### src/rtl/mips_step_ctrl_if.sv
// Button/enable bundle between the board controls and the mips run/step front end.
// The master drives the raw buttons; the slave (mips_step_ctrl) drives the core-facing outputs.
interface mips_step_ctrl_if #(
  parameter int unsigned CNT_W = 16
);
  logic             change_in;
  logic             step_in;
  logic             cpu_en;
  logic             mode_run;
  logic             step_pulse;
  logic [CNT_W-1:0] step_count;

  modport master (
    output change_in,
    output step_in,
    input  cpu_en,
    input  mode_run,
    input  step_pulse,
    input  step_count
  );

  modport slave (
    input  change_in,
    input  step_in,
    output cpu_en,
    output mode_run,
    output step_pulse,
    output step_count
  );
endinterface

### src/rtl/mips_step_ctrl.sv
// Run/single-step front end for the mips core: syncs and debounces the change/step buttons,
// sequences RUN/STEP_IDLE/STEP_FIRE and counts issued single steps.
module mips_step_ctrl #(
  parameter int unsigned DEBOUNCE_CYCLES = 4,
  parameter bit          START_RUN       = 1'b1,
  parameter int unsigned CNT_W           = 16
) (
  input logic             clk,
  input logic             rst,
  mips_step_ctrl_if.slave bus
);

  localparam int unsigned         CntBits  = $clog2(DEBOUNCE_CYCLES + 1);
  localparam logic [CntBits-1:0]  DebLimit = CntBits'(DEBOUNCE_CYCLES);

  typedef enum logic [1:0] {StRun, StStepIdle, StStepFire} state_e;

  localparam state_e ResetState = START_RUN ? StRun : StStepIdle;

  // Bit 0 carries the change button, bit 1 the step button.
  logic [1:0]         raw;
  logic [1:0]         sync1_q, sync2_q;
  logic [1:0]         stable_q, stable_prev_q;
  logic [1:0]         rise_q;
  logic [CntBits-1:0] cnt_q   [2];
  logic [CntBits-1:0] cnt_inc [2];

  state_e             state_q, state_d;
  logic [CNT_W-1:0]   count_q;

  assign raw = {bus.step_in, bus.change_in};

  always_comb begin
    for (int i = 0; i < 2; i++) begin
      cnt_inc[i] = cnt_q[i] + 1'b1;
    end
  end

  always_ff @(posedge clk) begin
    if (rst) begin
      sync1_q       <= '0;
      sync2_q       <= '0;
      stable_q      <= '0;
      stable_prev_q <= '0;
      rise_q        <= '0;
      for (int i = 0; i < 2; i++) begin
        cnt_q[i] <= '0;
      end
    end else begin
      sync1_q       <= raw;
      sync2_q       <= sync1_q;
      stable_prev_q <= stable_q;
      rise_q        <= stable_q & ~stable_prev_q;
      for (int i = 0; i < 2; i++) begin
        if (sync2_q[i] != stable_q[i]) begin
          if (cnt_inc[i] == DebLimit) begin
            stable_q[i] <= sync2_q[i];
            cnt_q[i]    <= '0;
          end else begin
            cnt_q[i] <= cnt_inc[i];
          end
        end else begin
          cnt_q[i] <= '0;
        end
      end
    end
  end

  // A change request always wins; step requests outside STEP_IDLE are dropped, never queued.
  always_comb begin
    state_d = state_q;
    case (state_q)
      StRun: begin
        if (rise_q[0]) state_d = StStepIdle;
      end
      StStepIdle: begin
        if (rise_q[0])      state_d = StRun;
        else if (rise_q[1]) state_d = StStepFire;
      end
      StStepFire: begin
        state_d = rise_q[0] ? StRun : StStepIdle;
      end
      default: state_d = ResetState;
    endcase
  end

  always_ff @(posedge clk) begin
    if (rst) begin
      state_q <= ResetState;
      count_q <= '0;
    end else begin
      state_q <= state_d;
      if (state_q == StStepFire) count_q <= count_q + 1'b1;
    end
  end

  assign bus.cpu_en     = (state_q != StStepIdle);
  assign bus.mode_run   = (state_q == StRun);
  assign bus.step_pulse = (state_q == StStepFire);
  assign bus.step_count = count_q;

endmodule

### src/flat_wrapper.sv
// flat-port wrapper written by rule: the top's interface ports become plain ports
module mips_step_ctrl_flat 
#(
  parameter int unsigned DEBOUNCE_CYCLES = 4,
  parameter bit          START_RUN       = 1'b1,
  parameter int unsigned CNT_W           = 16
)
  (clk, rst, bus_change_in, bus_step_in, bus_cpu_en, bus_mode_run, bus_step_pulse, bus_step_count);
  mips_step_ctrl_if #(.CNT_W(CNT_W)) bus_i ();
  input logic clk;
  input logic rst;
  input wire logic [$bits(bus_i.change_in)-1:0] bus_change_in;
  input wire logic [$bits(bus_i.step_in)-1:0] bus_step_in;
  output wire logic [$bits(bus_i.cpu_en)-1:0] bus_cpu_en;
  output wire logic [$bits(bus_i.mode_run)-1:0] bus_mode_run;
  output wire logic [$bits(bus_i.step_pulse)-1:0] bus_step_pulse;
  output wire logic [$bits(bus_i.step_count)-1:0] bus_step_count;
  assign bus_i.change_in = bus_change_in;
  assign bus_i.step_in = bus_step_in;
  assign bus_cpu_en = bus_i.cpu_en;
  assign bus_mode_run = bus_i.mode_run;
  assign bus_step_pulse = bus_i.step_pulse;
  assign bus_step_count = bus_i.step_count;
  mips_step_ctrl #(.DEBOUNCE_CYCLES(DEBOUNCE_CYCLES), .START_RUN(START_RUN), .CNT_W(CNT_W)) u_core (.clk(clk), .rst(rst), .bus(bus_i));
endmodule
### config.mk
export PLATFORM = sky130hd
export DESIGN_NAME = mips_step_ctrl_flat
export DESIGN_NICKNAME = d
export VERILOG_FILES = /design/src/rtl/mips_step_ctrl_if.sv /design/src/rtl/mips_step_ctrl.sv /design/src/flat_wrapper.sv
export SDC_FILE = /design/constraint.sdc
export NUM_CORES = 1
export LEC_CHECK = 0
export ABC_AREA = 1
export BUFFER_PORTS_ARGS = -buffer_cell sky130_fd_sc_hd__buf_2
export CORE_MARGIN = 4
export CORE_UTILIZATION = 50
export CTS_CLUSTER_DIAMETER = 120
export DETAILED_ROUTE_END_ITERATION = 6
export PLACE_DENSITY = 0.78
export SYNTH_ARGS = -nofsm -noshare
export SYNTH_HDL_FRONTEND = slang
export SYNTH_SLANG_ARGS = --single-unit
### constraint.sdc
create_clock -name clk -period 4 [get_ports clk]
set_input_delay 0.2 -clock clk [delete_from_list [all_inputs] [get_ports clk]]
set_output_delay 0.2 -clock clk [all_outputs]
set_load 0.01 [all_outputs]
-- After elaboration in Yosys (flattened, before gate mapping)
Memory sizes are Yosys's and may differ from the RTL's.
Cells that the tools add are included.
- output and inout bits: 19
- flip-flop bits (word level): 28
- memories: 1
- RAM bits: 6
- input port bits: 4
- logic and storage cells: 68
- memories (memory ; words ; width ; read ports ; clocked after memory_dff ; wr ports ; line ; text):
    u_core.cnt_q ; 2 ; 3 ; 2 ; 0 ; 2 ; mips_step_ctrl.sv:25 ; logic [CntBits-1:0] cnt_q [2];
- add/subtract/negate cells: 3
- reduce and logical (&&, ||, !) cells: 4
- equality and inequality tests: 9
- multiplexer cells: 35
- bitwise logic cells: 8
- operators by type and width (operator ; count):
    1-bit two-way mux ; 25
    3-bit two-way mux ; 6
    16-bit by 1-bit adder with 16-bit output (second input constant) ; 1
    3-bit by 1-bit adder with 3-bit output (second input constant) ; 2
    3-bit == test (second input constant) ; 2
    2-bit two-way mux ; 3
    1-bit OR ; 6
    2-bit one-hot mux with 3 select lines ; 1
    2-bit AND reduction ; 3
    2-bit by 1-bit != test with 1-bit output (second input constant) ; 2
    3-bit by 1-bit != test with 1-bit output (second input constant) ; 1
    2-bit bitwise AND ; 1
    2-bit by 1-bit == test with 1-bit output (second input constant) ; 1
    2-bit == test (second input constant) ; 1
    2-bit logical NOT ; 1
    1-bit != test ; 2
    2-bit inverter ; 1

-- Logic depth before layout (Yosys ltp)
Gate-level depths: netlist (run 1).
An unclocked memory read counts as a cell.
- word-level depth: 10
- depth in mapped cells: 7
- mapped depth without buffers: 7

-- Worst setup path before layout (run 1)
Ideal clock, no wire load.
- kind: reg2reg
- start: reg u_core.count_q[1], in the netlist u_core.bus.step_count[1]
- end: reg u_core.count_q[8], in the netlist u_core.bus.step_count[8]
- setup slack: 2.709 ns
- path buffers: 0
- data arrival time: 1.173 ns
- required time: 3.881 ns
- period minus slack after synthesis: 1.291 ns
- cell stages (with the launch flop): 7
- library setup time: 0.119 ns
- cell sequence: dfxtp_1 > ha_1 > nand2_1 > nor2_2 > nand2_2 > nor3b_1 > nor2_1
- word-level cells in the longest chain between the ends: 1
- RTL lines (item ; line ; text):
    start: declaration ; mips_step_ctrl.sv:29 ; logic [CNT_W-1:0] count_q;
    start signal: assignment ; mips_step_ctrl.sv:93 ; if (state_q == StStepFire) count_q <= count_q + 1'b1;
    16-bit by 1-bit adder with 16-bit output ; mips_step_ctrl.sv:93 ;
No other way between the ends.
A chain may end at the register's enable or synchronous reset.

-- Worst setup path after layout (run 1)
Same ends and word-level chain as after synthesis.

==> metrics.md, run 1 <==
| Metric | Value |
|---|---|
| Status | `completed` |
| Layout cell share with drive strength beyond 1 | `0.192` |
| Slowest Stage Delay on Critical Path | `0.41 ns` |
| I/O Pins | `23` |
| Setup TNS | `0 ns` |
| CP startpoint | `u_core.bus.step_count[1]` |
| All-Layer GR Usage | `0.158` |
| Height of the die | `~64 µm` |
| Reg2reg start | `u_core.bus.step_count[1]` |
| Core Area | `2850 µm²` |
| CTS tree | `done` |
| Final Max Tran Viols | `0` |
| Placed Area | `1710 µm²` |
| Initial antenna violation count | `0` |
| Synthesized area | `1560 µm²` |
| Die area | `4070 µm²` |
| Worst EP required | `~4.2 ns` |
| N_diodes | `0` |
| Max frequency | `slightly below 700 MHz` |
| Worst setup path class | `reg2reg` |
| PostCTS Resize Cnt | `0` |
| Unrepaired setup endpoints after global routing | `false` |
| Crit path DAT | `1.68 ns` |
| Buf/Inv on CP | `0` |
| H-Tree Depth | `2` |
| Max rail drop VDD | `0.207 mV` |
| Vias | `around 1.3k` |
| Seq/Total Area, Yosys | `0.476` |
| Buffers on Ports | `22` |
| Initial DRC count | `103` |
| Via density | `~4.8` |
| Netlist cell types | `28` |
| Yosys warns | `0` |
| Hold WC Path Type | `in2reg` |
| Syn Inst Count | `roughly 200` |
| Global placer's final weighted congestion | `a little under 0.9` |
| Clock Tree Buf Depth | `2` |
| Antenna-violating nets left | `0` |
| Multi-input logic area | `718 µm²` |
| Drt drc | `0` |
| Yosys top cell area share | `0.360` |
| PD cells | `roughly 340 nW/µm²` |
| Min cycle time layout | `about 1.4 ns` |
| Layout area overhead | `13.9%` |
| Leakage | `0.776 nW` |
| DRT Pass-1 Iters | `4` |
| Layout Skew | `0.0141 ns` |
| Synth Register Bits | `34` |
| Nets | `242` |
| DIE WIDTH | `63.8 µm` |
| Register Area | `~740 µm²` |
| CTS Hold Bufs | `0` |
| Gr ovfl total | `0` |
| Dpl hpwl | `2.03 mm` |
| Final Cycle Share | `0.362` |
| Slowest CP cell | `dfxtp_1` |
| Row cnt | `19` |
| Critical Path, Cell by Cell | `ha_1, nand2_1, nor2_2, nand2_2, nor3b_1, nor2_1` |
| First-pass GRT wire length | `5.00 mm` |
| Initial Utilization | `0.546` |
| Synth top area cells | `dfxtp_1 (36%), edfxtp_1 (12%), nor2_1 (11%), nand2_1 (8.2%), inv_1 (6.3%)` |
| Finished Cell Area | `between 1500 and 2000 µm²` |
| Reg2Reg Setup Slack | `2.55 ns` |
| CTS Root Cell | `clkbuf_4` |
| Worst hold start | `bus_step_in` |
| Detailed Route WL | `~2.8 mm` |
| CP startpoint kind | `flip-flop` |
| Pin count of the biggest net entering global routing | `20` |
| Reg clk slew, reported paths | `0.11 ns` |
| Post-synth top area cell | `dfxtp_1` |
| Number of buffers created by CTS | `5` |
| Setup violators final | `0` |
| Worst skew pair latency | `around 0.35 ns` |
| Crit Path Max Fanout | `5` |
| Final Hold Vio Count | `0` |
| Wirelength per Cell | `10.5 µm` |
| Syn Area/Cell | `slightly below 8 µm²` |
| Number of global-route vias before repair | `1196` |
| Clock sink count | `34` |
| Max-Cap Viols | `0` |
| Post-CTS Setup Inserts | `0` |
| Worst path top cell family by delay | `simple AND/OR/NAND/NOR gates` |
| Fillers | `262` |
| Critical Path End Type | `flip-flop` |
-- Yosys cell counts --
library cell,instances
nand4_1,5
nor2_4,3
nor2_1,44
a21oi_1,9
nand2_2,4
ha_1,5
a211oi_1,1
nor2_2,5
clkbuf_1,1
inv_1,26
xor2_1,3
conb_1,1
nor4_1,1
dfxtp_1,28
edfxtp_1,6
o21bai_1,1
o21ai_0,8
inv_2,1
o21ai_2,1
nor3_1,2
clkinv_1,1
nor3b_1,2
nand3_2,2
buf_4,1
o21ai_1,1
nand2_1,34
a21o_1,1
nand3_1,4
-- stage by stage --
| step | power [W] | std cells | utilization | worst slack (ns) | hold WS, ns |
|---|---|---|---|---|---|
| global route | 0.000627 | 265 | 0.621 | 2.39 | 0.0259 |
| global placement | 0.000401 | 257 | 0.600 | 2.44 | 0.381 |
| floorplan | 0.000392 | 206 | - | 2.71 | 0.278 |
| finish | 0.000595 | 265 | 0.621 | 2.55 | 0.0602 |
| CTS | 0.000602 | 265 | 0.621 | 2.57 | 0.0386 |
| detailed placement | 0.000402 | 257 | 0.600 | 2.44 | 0.378 |
-- tightest hold or removal path, stage by stage --
cell and delay (ns):
buf_2 0.10, inv_1 0.04, nor2_1 0.03
-- final timing paths --
kind,end,cells after the start
hold reg to reg,u_core.rise_q[1],1
setup reg to reg,u_core.bus.step_count[8],6
hold / removal,u_core.sync1_q[1],3
setup / recovery,u_core.bus.step_count[8],6
-- registers in the layout, indices dropped and copies added, names as in the netlist --
name	count
u_core.bus.step_count	16
u_core.cnt_q	6
u_core.rise_q	2
u_core.stable_prev_q	2
u_core.stable_q	2
u_core.state_q	2
u_core.sync1_q	2
u_core.sync2_q	2
-- cell type report --
class | instances | share of cell area
Sequential cell | 34 | 0.418
Clock inverter | 1 | 0.00282
Multi-Input combinational cell | 142 | 0.405
Inverter | 28 | 0.0593
Tap cell | 31 | 0.0219
Clock buffer | 7 | 0.0311
Timing Repair Buffer | 22 | 0.0621
-- per-layer routing --
metal,GRT usage,routed length [µm],vias up
met2,0.240,1230,28
met1,0.183,1310,547
li1,-,-,691
met5,0,0,-
met4,0.102,87,0
met3,0.0648,156,8
-- layout by cell type, fill, tap and decap left out, drive strengths merged --
| master | count |
|---|---|
| a211oi | 1 |
| a21o | 1 |
| a21oi | 9 |
| buf | 22 |
| clkbuf | 7 |
| clkinv | 2 |
| conb | 6 |
| dfxtp | 28 |
| edfxtp | 6 |
| ha | 5 |
| inv | 27 |
| nand2 | 38 |
| nand3 | 6 |
| nand4 | 5 |
| nor2 | 52 |
| nor3 | 2 |
| nor3b | 2 |
| nor4 | 1 |
| o21ai | 10 |
| o21bai | 1 |
| xor2 | 3 |
-- where the power goes --
| group | total (W) | leakage, nW | switching, W | internal, W |
|---|---|---|---|---|
| registers | 0.000362 | 0.288 | 0.00000593 | 0.000356 |
| logic | 0.0000317 | 0.452 | 0.0000201 | 0.0000117 |
| clock network | 0.000202 | 0.0353 | 0.000117 | 0.0000851 |
| total | 0.000595 | 0.776 | 0.000143 | 0.000453 |
-- logic make-up after synthesis --
family / synth area share
xor gates and xnor gates: 0.0169
other: 0.00241
AOI/OAI and AO/OA: 0.0780
buffers and inverters: 0.0748
adders and majority gates: 0.0402
DFF: 0.476
and+or+nand+nor: 0.312
Note: power is estimated with default switching activity, not from simulation.
==> run 2: changes to the inputs <==
--- a/config.mk
+++ b/config.mk
@@ -11,7 +11,7 @@
 export CORE_UTILIZATION = 50
 export CTS_CLUSTER_DIAMETER = 120
 export DETAILED_ROUTE_END_ITERATION = 6
-export PLACE_DENSITY = 0.78
+export PLACE_DENSITY = 0.81
 export SYNTH_ARGS = -nofsm -noshare
 export SYNTH_HDL_FRONTEND = slang
 export SYNTH_SLANG_ARGS = --single-unit
==> constraint.sdc (replaced) <==
create_clock -name clk -period 1.27 [get_ports clk]
set_input_delay 0.0635 -clock clk [delete_from_list [all_inputs] [get_ports clk]]
set_output_delay 0.0635 -clock clk [all_outputs]
set_load 0.01 [all_outputs]
==> metrics.md, run 2 (synthesized netlist as in run 1, its figures left out) <==
| Metric | Value |
|---|---|
| Max frequency | `791 MHz (+14%)` |
| Post-Place Setup Slack | `-0.0737 ns (-2.51 ns)` |
| Sequential share of power | `0.605 (-0.003)` |
| CP startpoint kind | `flip-flop` |
| PD cells | `968 nW/µm² (+190%)` |
| R2R depth | `5 (-1)` |
| Layout cell share with drive strength beyond 1 | `0.306 (+0.114)` |
| Leakage | `0.844 nW (+8.8%)` |
| CTS tree | `done` |
| Worst hold start | `rst` |
| Layout area overhead | `25.2%` |
| Final hold slack | `0.0769 ns (+0.0167 ns)` |
| Max-Cap Viols | `0 (unchanged)` |
| Uppermost routed layer | `met4` |
| First-pass GRT wire length | `4.96 mm (-0.68%)` |
| WL met2 | `1.44 mm (+17%)` |
| Gr ovfl total | `0 (unchanged)` |
| Wirelength per Cell | `10.7 µm (+1.6%)` |
| P_sw | `0.000440 W (+210%)` |
| Unrepaired setup endpoints after global routing | `true` |
| DIE WIDTH | `63.8 µm (unchanged)` |
| Clock Tree Buf Depth | `2 (unchanged)` |
| Pin count of the biggest net entering global routing | `13 (-35%)` |
| Final Max Tran Viols | `0 (unchanged)` |
| Hold WC Path Type | `in2reg` |
| Worst EP required | `1.37 ns (-2.87 ns)` |
| Worst flop-to-flop path endpoint | `u_core.cnt_q[0][0]` |
| Antenna-violating nets left | `0 (unchanged)` |
| Setup TNS | `0 ns (unchanged)` |
| Final Hold Vio Count | `0 (unchanged)` |
| Drt drc | `0 (unchanged)` |
| Setup violators final | `0 (unchanged)` |
| CTS Root Cell | `clkbuf_4` |
| H-Tree Depth | `2 (unchanged)` |
| Int Pwr | `0.00145 W (+220%)` |
| Slowest Stage Delay on Critical Path | `0.41 ns (about the same)` |
| Height of the die | `63.8 µm (unchanged)` |
| Core Area | `2850 µm² (unchanged)` |
| Hold Path Cell Cnt | `3 (unchanged)` |
| Nets | `256 (+5.8%)` |
| Initial DRC count | `80 (-22%)` |
| Number of buffers created by CTS | `5 (unchanged)` |
| Worst setup path class | `reg2reg` |
| Critical Path, Cell by Cell | `ha_2, xor2_2, nand2_2, nand3_2, nor2_1` |
| Initial Utilization | `0.546 (unchanged)` |
| Utilization after layout | `0.683 (+0.0614)` |
| Initial antenna violation count | `0 (unchanged)` |
| Sw frac | `0.233 (-0.00625)` |
| Fillers | `229 (-13%)` |
| Worst path top cell family by delay | `flip-flops` |
| Reg2reg start | `u_core.cnt_q[0][0]` |
| Via density | `4.83 (+0.42%)` |
| Most common cell after layout, fill and taps aside | `nor2_1` |
| DRT Pass-1 Iters | `4 (unchanged)` |
| Sum of routed wire segments on met1 | `1.32 mm (+1.1%)` |
| Reg clk slew, reported paths | `0.10 ns (about the same)` |
| Status | `completed` |
| Register Area | `748 µm² (+1.0%)` |
| Crit Path Max Fanout | `4 (-1)` |
| Detailed Route WL | `2.98 mm (+6.9%)` |
| Reg2Reg Setup Slack | `0.006 ns (-2.55 ns)` |
| Final Cycle Share | `0.995 (+0.634)` |
| I/O Pins | `23 (unchanged)` |
| Crit path DAT | `1.37 ns (-0.31 ns)` |
| Max rail drop VDD | `0.651 mV (+210%)` |
| Vias | `1347 (+5.7%)` |
| Min cycle time layout | `1.26 ns (-0.182 ns)` |
| Number of global-route vias before repair | `1189 (-0.59%)` |
| Row cnt | `19 (unchanged)` |
| All-Layer GR Usage | `0.156 (-0.00192)` |
| Dpl hpwl | `2.17 mm (+6.6%)` |
| CP startpoint | `u_core.cnt_q[0][0]` |
| Max FFs per register | `16 (unchanged)` |
| Critical Path End Type | `flip-flop` |
| Buf/Inv on CP | `0 (unchanged)` |
| Commonest non-fill, non-tap cells in the layout | `nor2_1 (42), nand2_1 (30), inv_1 (26)` |
| Worst skew pair latency | `0.33 ns (-0.02 ns)` |
| Buffers on Ports | `22 (unchanged)` |
| Layout Skew | `0.00570 ns (-0.00842 ns)` |
| Slowest CP cell | `edfxtp_1` |
| Clock share of power | `0.326 (-0.013)` |
| Clock sink count | `34 (unchanged)` |
| N_diodes | `0 (unchanged)` |
| Met3 WL post-DR | `164 µm (+5.1%)` |
| Final worst slack | `0.00614 ns (-2.55 ns)` |
| Multi-input logic area | `776 µm² (+8.0%)` |
| Hold Path End | `u_core.state_q[0]` |
| Global placer's final weighted congestion | `0.872 (+0.38%)` |
| Combinational share of power | `0.069 (+0.016)` |
| Die area | `4070 µm² (unchanged)` |
-- run 2: final cells by class --
class,instances,area share
Multi-Input combinational cell,142,0.398
Clock inverter,1,0.00257
Tap cell,31,0.0199
Timing Repair Buffer,36,0.113
Clock buffer,7,0.0283
Inverter,28,0.0539
Sequential cell,34,0.384
-- run 2: per-layer routing --
layer,vias up,track usage
met5,-,0
met4,0,0.0755
met3,7,0.0595
met2,28,0.254
met1,594,0.180
li1,718,-
-- run 2: how the worst max path moves through the flow --
stage                         endpoint  slack (ns)  cells past startpoint
floorplan           u_core.cnt_q[0][0]       0.002                      5
global placement    u_core.cnt_q[0][0]      -0.005                      5
detailed placement  u_core.cnt_q[0][0]       -0.07                      5
CTS                 u_core.cnt_q[0][0]       -0.02                      5
global route        u_core.cnt_q[0][2]       -0.07                      5
finish              u_core.cnt_q[0][0]       0.006                      5
-- run 2: stage by stage --
stage / std cells / power (W) / instance area, µm²
4_1_cts: 278 / 0.00189 / 1890
6_report: 279 / 0.00189 / 1950
3_5_place_dp: 268 / 0.00128 / 1800
3_3_place_gp: 268 / 0.00127 / 1800
2_1_floorplan: 206 / 0.00124 / 1580
5_1_grt: 279 / 0.00198 / 1950
-- run 2: worst register-to-register path: cells and delay by family (launching register included) --
| family | cells | cell delay (ns) |
|---|---|---|
| fa+ha+maj | 1 | 0.22 |
| flops | 1 | 0.41 |
| simple gates | 3 | 0.25 |
| xor+xnor | 1 | 0.16 |
-- run 2: power groups by stage --
stage               Sequential [W]  Combinational (W)  Clock [W]
global route               0.00115           0.000146   0.000691
detailed placement         0.00116           0.000114          0
floorplan                  0.00116          0.0000754          0
CTS                        0.00114           0.000121   0.000634
global placement           0.00116           0.000110          0
finish                     0.00114           0.000129   0.000616
-- run 2: repair_timing --
action                                  CTS  global route
buffers inserted                          0             1
hold buffers                              2             0
gates resized for setup                   5            17
endpoints found under the hold margin     2             0
pin swaps                                 4             4
endpoints found under the setup margin    8            16
==> run 3: changes to the inputs <==
--- a/config.mk
+++ b/config.mk
@@ -7,11 +7,13 @@
 export LEC_CHECK = 0
 export ABC_AREA = 1
 export BUFFER_PORTS_ARGS = -buffer_cell sky130_fd_sc_hd__buf_2
+export CELL_PAD_IN_SITES_DETAIL_PLACEMENT = 1
+export CELL_PAD_IN_SITES_GLOBAL_PLACEMENT = 1
 export CORE_MARGIN = 4
-export CORE_UTILIZATION = 50
+export CORE_UTILIZATION = 36
 export CTS_CLUSTER_DIAMETER = 120
 export DETAILED_ROUTE_END_ITERATION = 6
-export PLACE_DENSITY = 0.81
+export PLACE_DENSITY = 0.8
 export SYNTH_ARGS = -nofsm -noshare
 export SYNTH_HDL_FRONTEND = slang
 export SYNTH_SLANG_ARGS = --single-unit
==> metrics.md, run 3 (synthesized netlist as in run 1, its figures left out) <==
| Metric | Value |
|---|---|
| Sw frac | `0.230 (-0.00313)` |
| Height of the die | `73.8 µm (+16%)` |
| Core Area | `4090 µm² (+43%)` |
| Number of global-route vias before repair | `1464 (+23%)` |
| Final worst slack | `-0.00733 ns (-0.0135 ns)` |
| P_sw | `0.000529 W (+20%)` |
| Pin count of the biggest net entering global routing | `13 (unchanged)` |
| Max-Cap Viols | `0 (unchanged)` |
| Nets | `262 (+2.3%)` |
| CTS Root Cell | `clkbuf_8` |
| R2R depth | `5 (unchanged)` |
| Final Max Tran Viols | `0 (unchanged)` |
| Final Hold Vio Count | `0 (unchanged)` |
| Antenna-violating nets left | `0 (unchanged)` |
| Max frequency | `783 MHz (-1.1%)` |
| Final hold slack | `0.125 ns (+0.0482 ns)` |
| Slowest Stage Delay on Critical Path | `0.41 ns (about the same)` |
| Row cnt | `23 (+4)` |
| Utilization after layout | `0.518 (-0.165)` |
| Layout Skew | `0.00815 ns (+0.00245 ns)` |
| Layout cell share with drive strength beyond 1 | `0.378 (+0.0715)` |
| Worst skew pair latency | `0.29 ns (-0.04 ns)` |
| First-pass GRT wire length | `6.22 mm (+25%)` |
| I/O Pins | `23 (unchanged)` |
| Reg clk slew, reported paths | `0.07 ns (-0.03 ns)` |
| Dpl hpwl | `2.70 mm (+25%)` |
| Int Pwr | `0.00177 W (+22%)` |
| Hold WC Path Type | `in2reg` |
| Crit path capture | `u_core.cnt_q[1][2]` |
| Min cycle time layout | `1.28 ns (+0.0135 ns)` |
| Initial DRC count | `31 (-61%)` |
| Max FFs per register | `16 (unchanged)` |
| Setup TNS | `-0.00990 ns (-0.00990 ns)` |
| Global placer's final weighted congestion | `0.747 (-14%)` |
| Slowest CP cell | `edfxtp_1` |
| Worst setup path class | `reg2reg` |
| Layout area overhead | `35.9%` |
| Final Cycle Share | `1.01 (+0.0106)` |
| N_diodes | `0 (unchanged)` |
| CP startpoint kind | `flip-flop` |
| Most common cell after layout, fill and taps aside | `nor2_1` |
| Clock share of power | `0.441 (+0.115)` |
| Wirelength per Cell | `12.0 µm (+13%)` |
| All-Layer GR Usage | `0.149 (-0.00706)` |
| Die area | `5440 µm² (+34%)` |
| Detailed Route WL | `3.65 mm (+23%)` |
| Status | `complete, but fails checks` |
| Crit Path Max Fanout | `3 (-1)` |
| Crit path DAT | `1.33 ns (-0.04 ns)` |
| Commonest non-fill, non-tap cells in the layout | `nor2_1 (37), nand2_1 (29), inv_1 (26)` |
| Setup violators final | `3 (+3)` |
| Sequential share of power | `0.497 (-0.108)` |
| Number of buffers created by CTS | `5 (unchanged)` |
| DIE WIDTH | `73.8 µm (+16%)` |
| Combinational share of power | `0.062 (-0.007)` |
| Initial antenna violation count | `0 (unchanged)` |
| Critical Path, Cell by Cell | `ha_2, xor2_2, nand2_2, nand2_4, nor2_2` |
| Initial Utilization | `0.381 (-0.165)` |
| Clock sink count | `34 (unchanged)` |
| Via density | `4.71 (-2.4%)` |
| PD cells | `1080 nW/µm² (+12%)` |
| Max rail drop VDD | `0.882 mV (+35%)` |
| CTS tree | `done` |
| Worst EP required | `1.32 ns (-0.05 ns)` |
| Reg2Reg Setup Slack | `-0.007 ns (about the same)` |
| Reg2reg start | `u_core.cnt_q[1][1]` |
| Worst flop-to-flop path endpoint | `u_core.cnt_q[1][2]` |
| Drt drc | `0 (unchanged)` |
| Failing checks | `setup timing` |
| Vias | `1433 (+6.4%)` |
| Clock Tree Buf Depth | `2 (unchanged)` |
| Leakage | `0.909 nW (+7.7%)` |
| Buffers on Ports | `22 (unchanged)` |
| H-Tree Depth | `2 (unchanged)` |
| Gr ovfl total | `0 (unchanged)` |
| Critical Path End Type | `flip-flop` |
| DRT Pass-1 Iters | `4 (unchanged)` |
| CP startpoint | `u_core.cnt_q[1][1]` |
| Unrepaired setup endpoints after global routing | `true` |
run 3: area by class of cell:
| class | count | area [µm²] |
|---|---|---|
| inverters | 28 | 105 |
| fillers | 515 | 1970 |
| well taps | 50 | 62.6 |
| multi-input cells | 142 | 815 |
| flip-flops and latches | 34 | 754 |
| repair buffers | 42 | 265 |
| clock inverters | 3 | 45.0 |
| clock buffers | 5 | 68.8 |
run 3: worst max-delay path, delay by kind of cell, from the launching register on:
| family | cells | cell delay, ns |
|---|---|---|
| flip-flops | 1 | 0.41 |
| AND/OR/NAND/NOR | 3 | 0.24 |
| adder cells (fa/ha/maj) | 1 | 0.22 |
| XOR/XNOR | 1 | 0.18 |
run 3: metrics by stage:
step                worst slack [ns]  instance area (µm²)  instances  power [W]
floorplan                    0.00189                 1580        206    0.00124
finish                      -0.00733                 2120        304    0.00230
detailed placement           -0.0846                 1850        290    0.00128
CTS                         -0.00655                 2020        303    0.00231
global placement             -0.0180                 1850        290    0.00128
global route                 -0.0846                 2120        304    0.00240
run 3: worst min path at each step:
stage	to	cells after the start	slack (ns)	from
global route	u_core.state_q[0]	3	0.14	rst
CTS	u_core.sync2_q[1]	3	0.12	rst
global placement	u_core.sync1_q[1]	3	0.26	bus_step_in
floorplan	u_core.state_q[1]	1	0.14	rst
finish	u_core.state_q[0]	3	0.13	rst
detailed placement	u_core.sync1_q[0]	3	0.28	bus_change_in
run 3: power groups by stage:
stage / clock, W / combinational [W] / sequential [W]
after floorplan: 0 / 0.0000754 / 0.00116
after global placement: 0 / 0.000113 / 0.00116
after detailed placement: 0 / 0.000119 / 0.00116
final: 0.00101 / 0.000142 / 0.00114
after CTS: 0.00104 / 0.000133 / 0.00114
after global routing: 0.00109 / 0.000163 / 0.00114
run 3: repair_timing:
item | CTS | global route
gates resized for setup | 6 | 32
endpoints found under the setup margin | 8 | 19
hold endpoints to repair | 2 | 0
hold buffers | 2 | 0
buffers inserted | 3 | 1
pin swaps | 7 | 7
run 3: routing by layer:
| metal | part of all wire | routed length (µm) | global-route usage | vias up |
|---|---|---|---|---|
| met5 | 0 | 0 | 0 | - |
| met4 | 0.0099 | 36 | 0.0543 | 0 |
| met3 | 0.043 | 156 | 0.0451 | 4 |
| met2 | 0.54 | 1990 | 0.276 | 20 |
| met1 | 0.40 | 1470 | 0.157 | 684 |
| li1 | - | - | - | 725 |
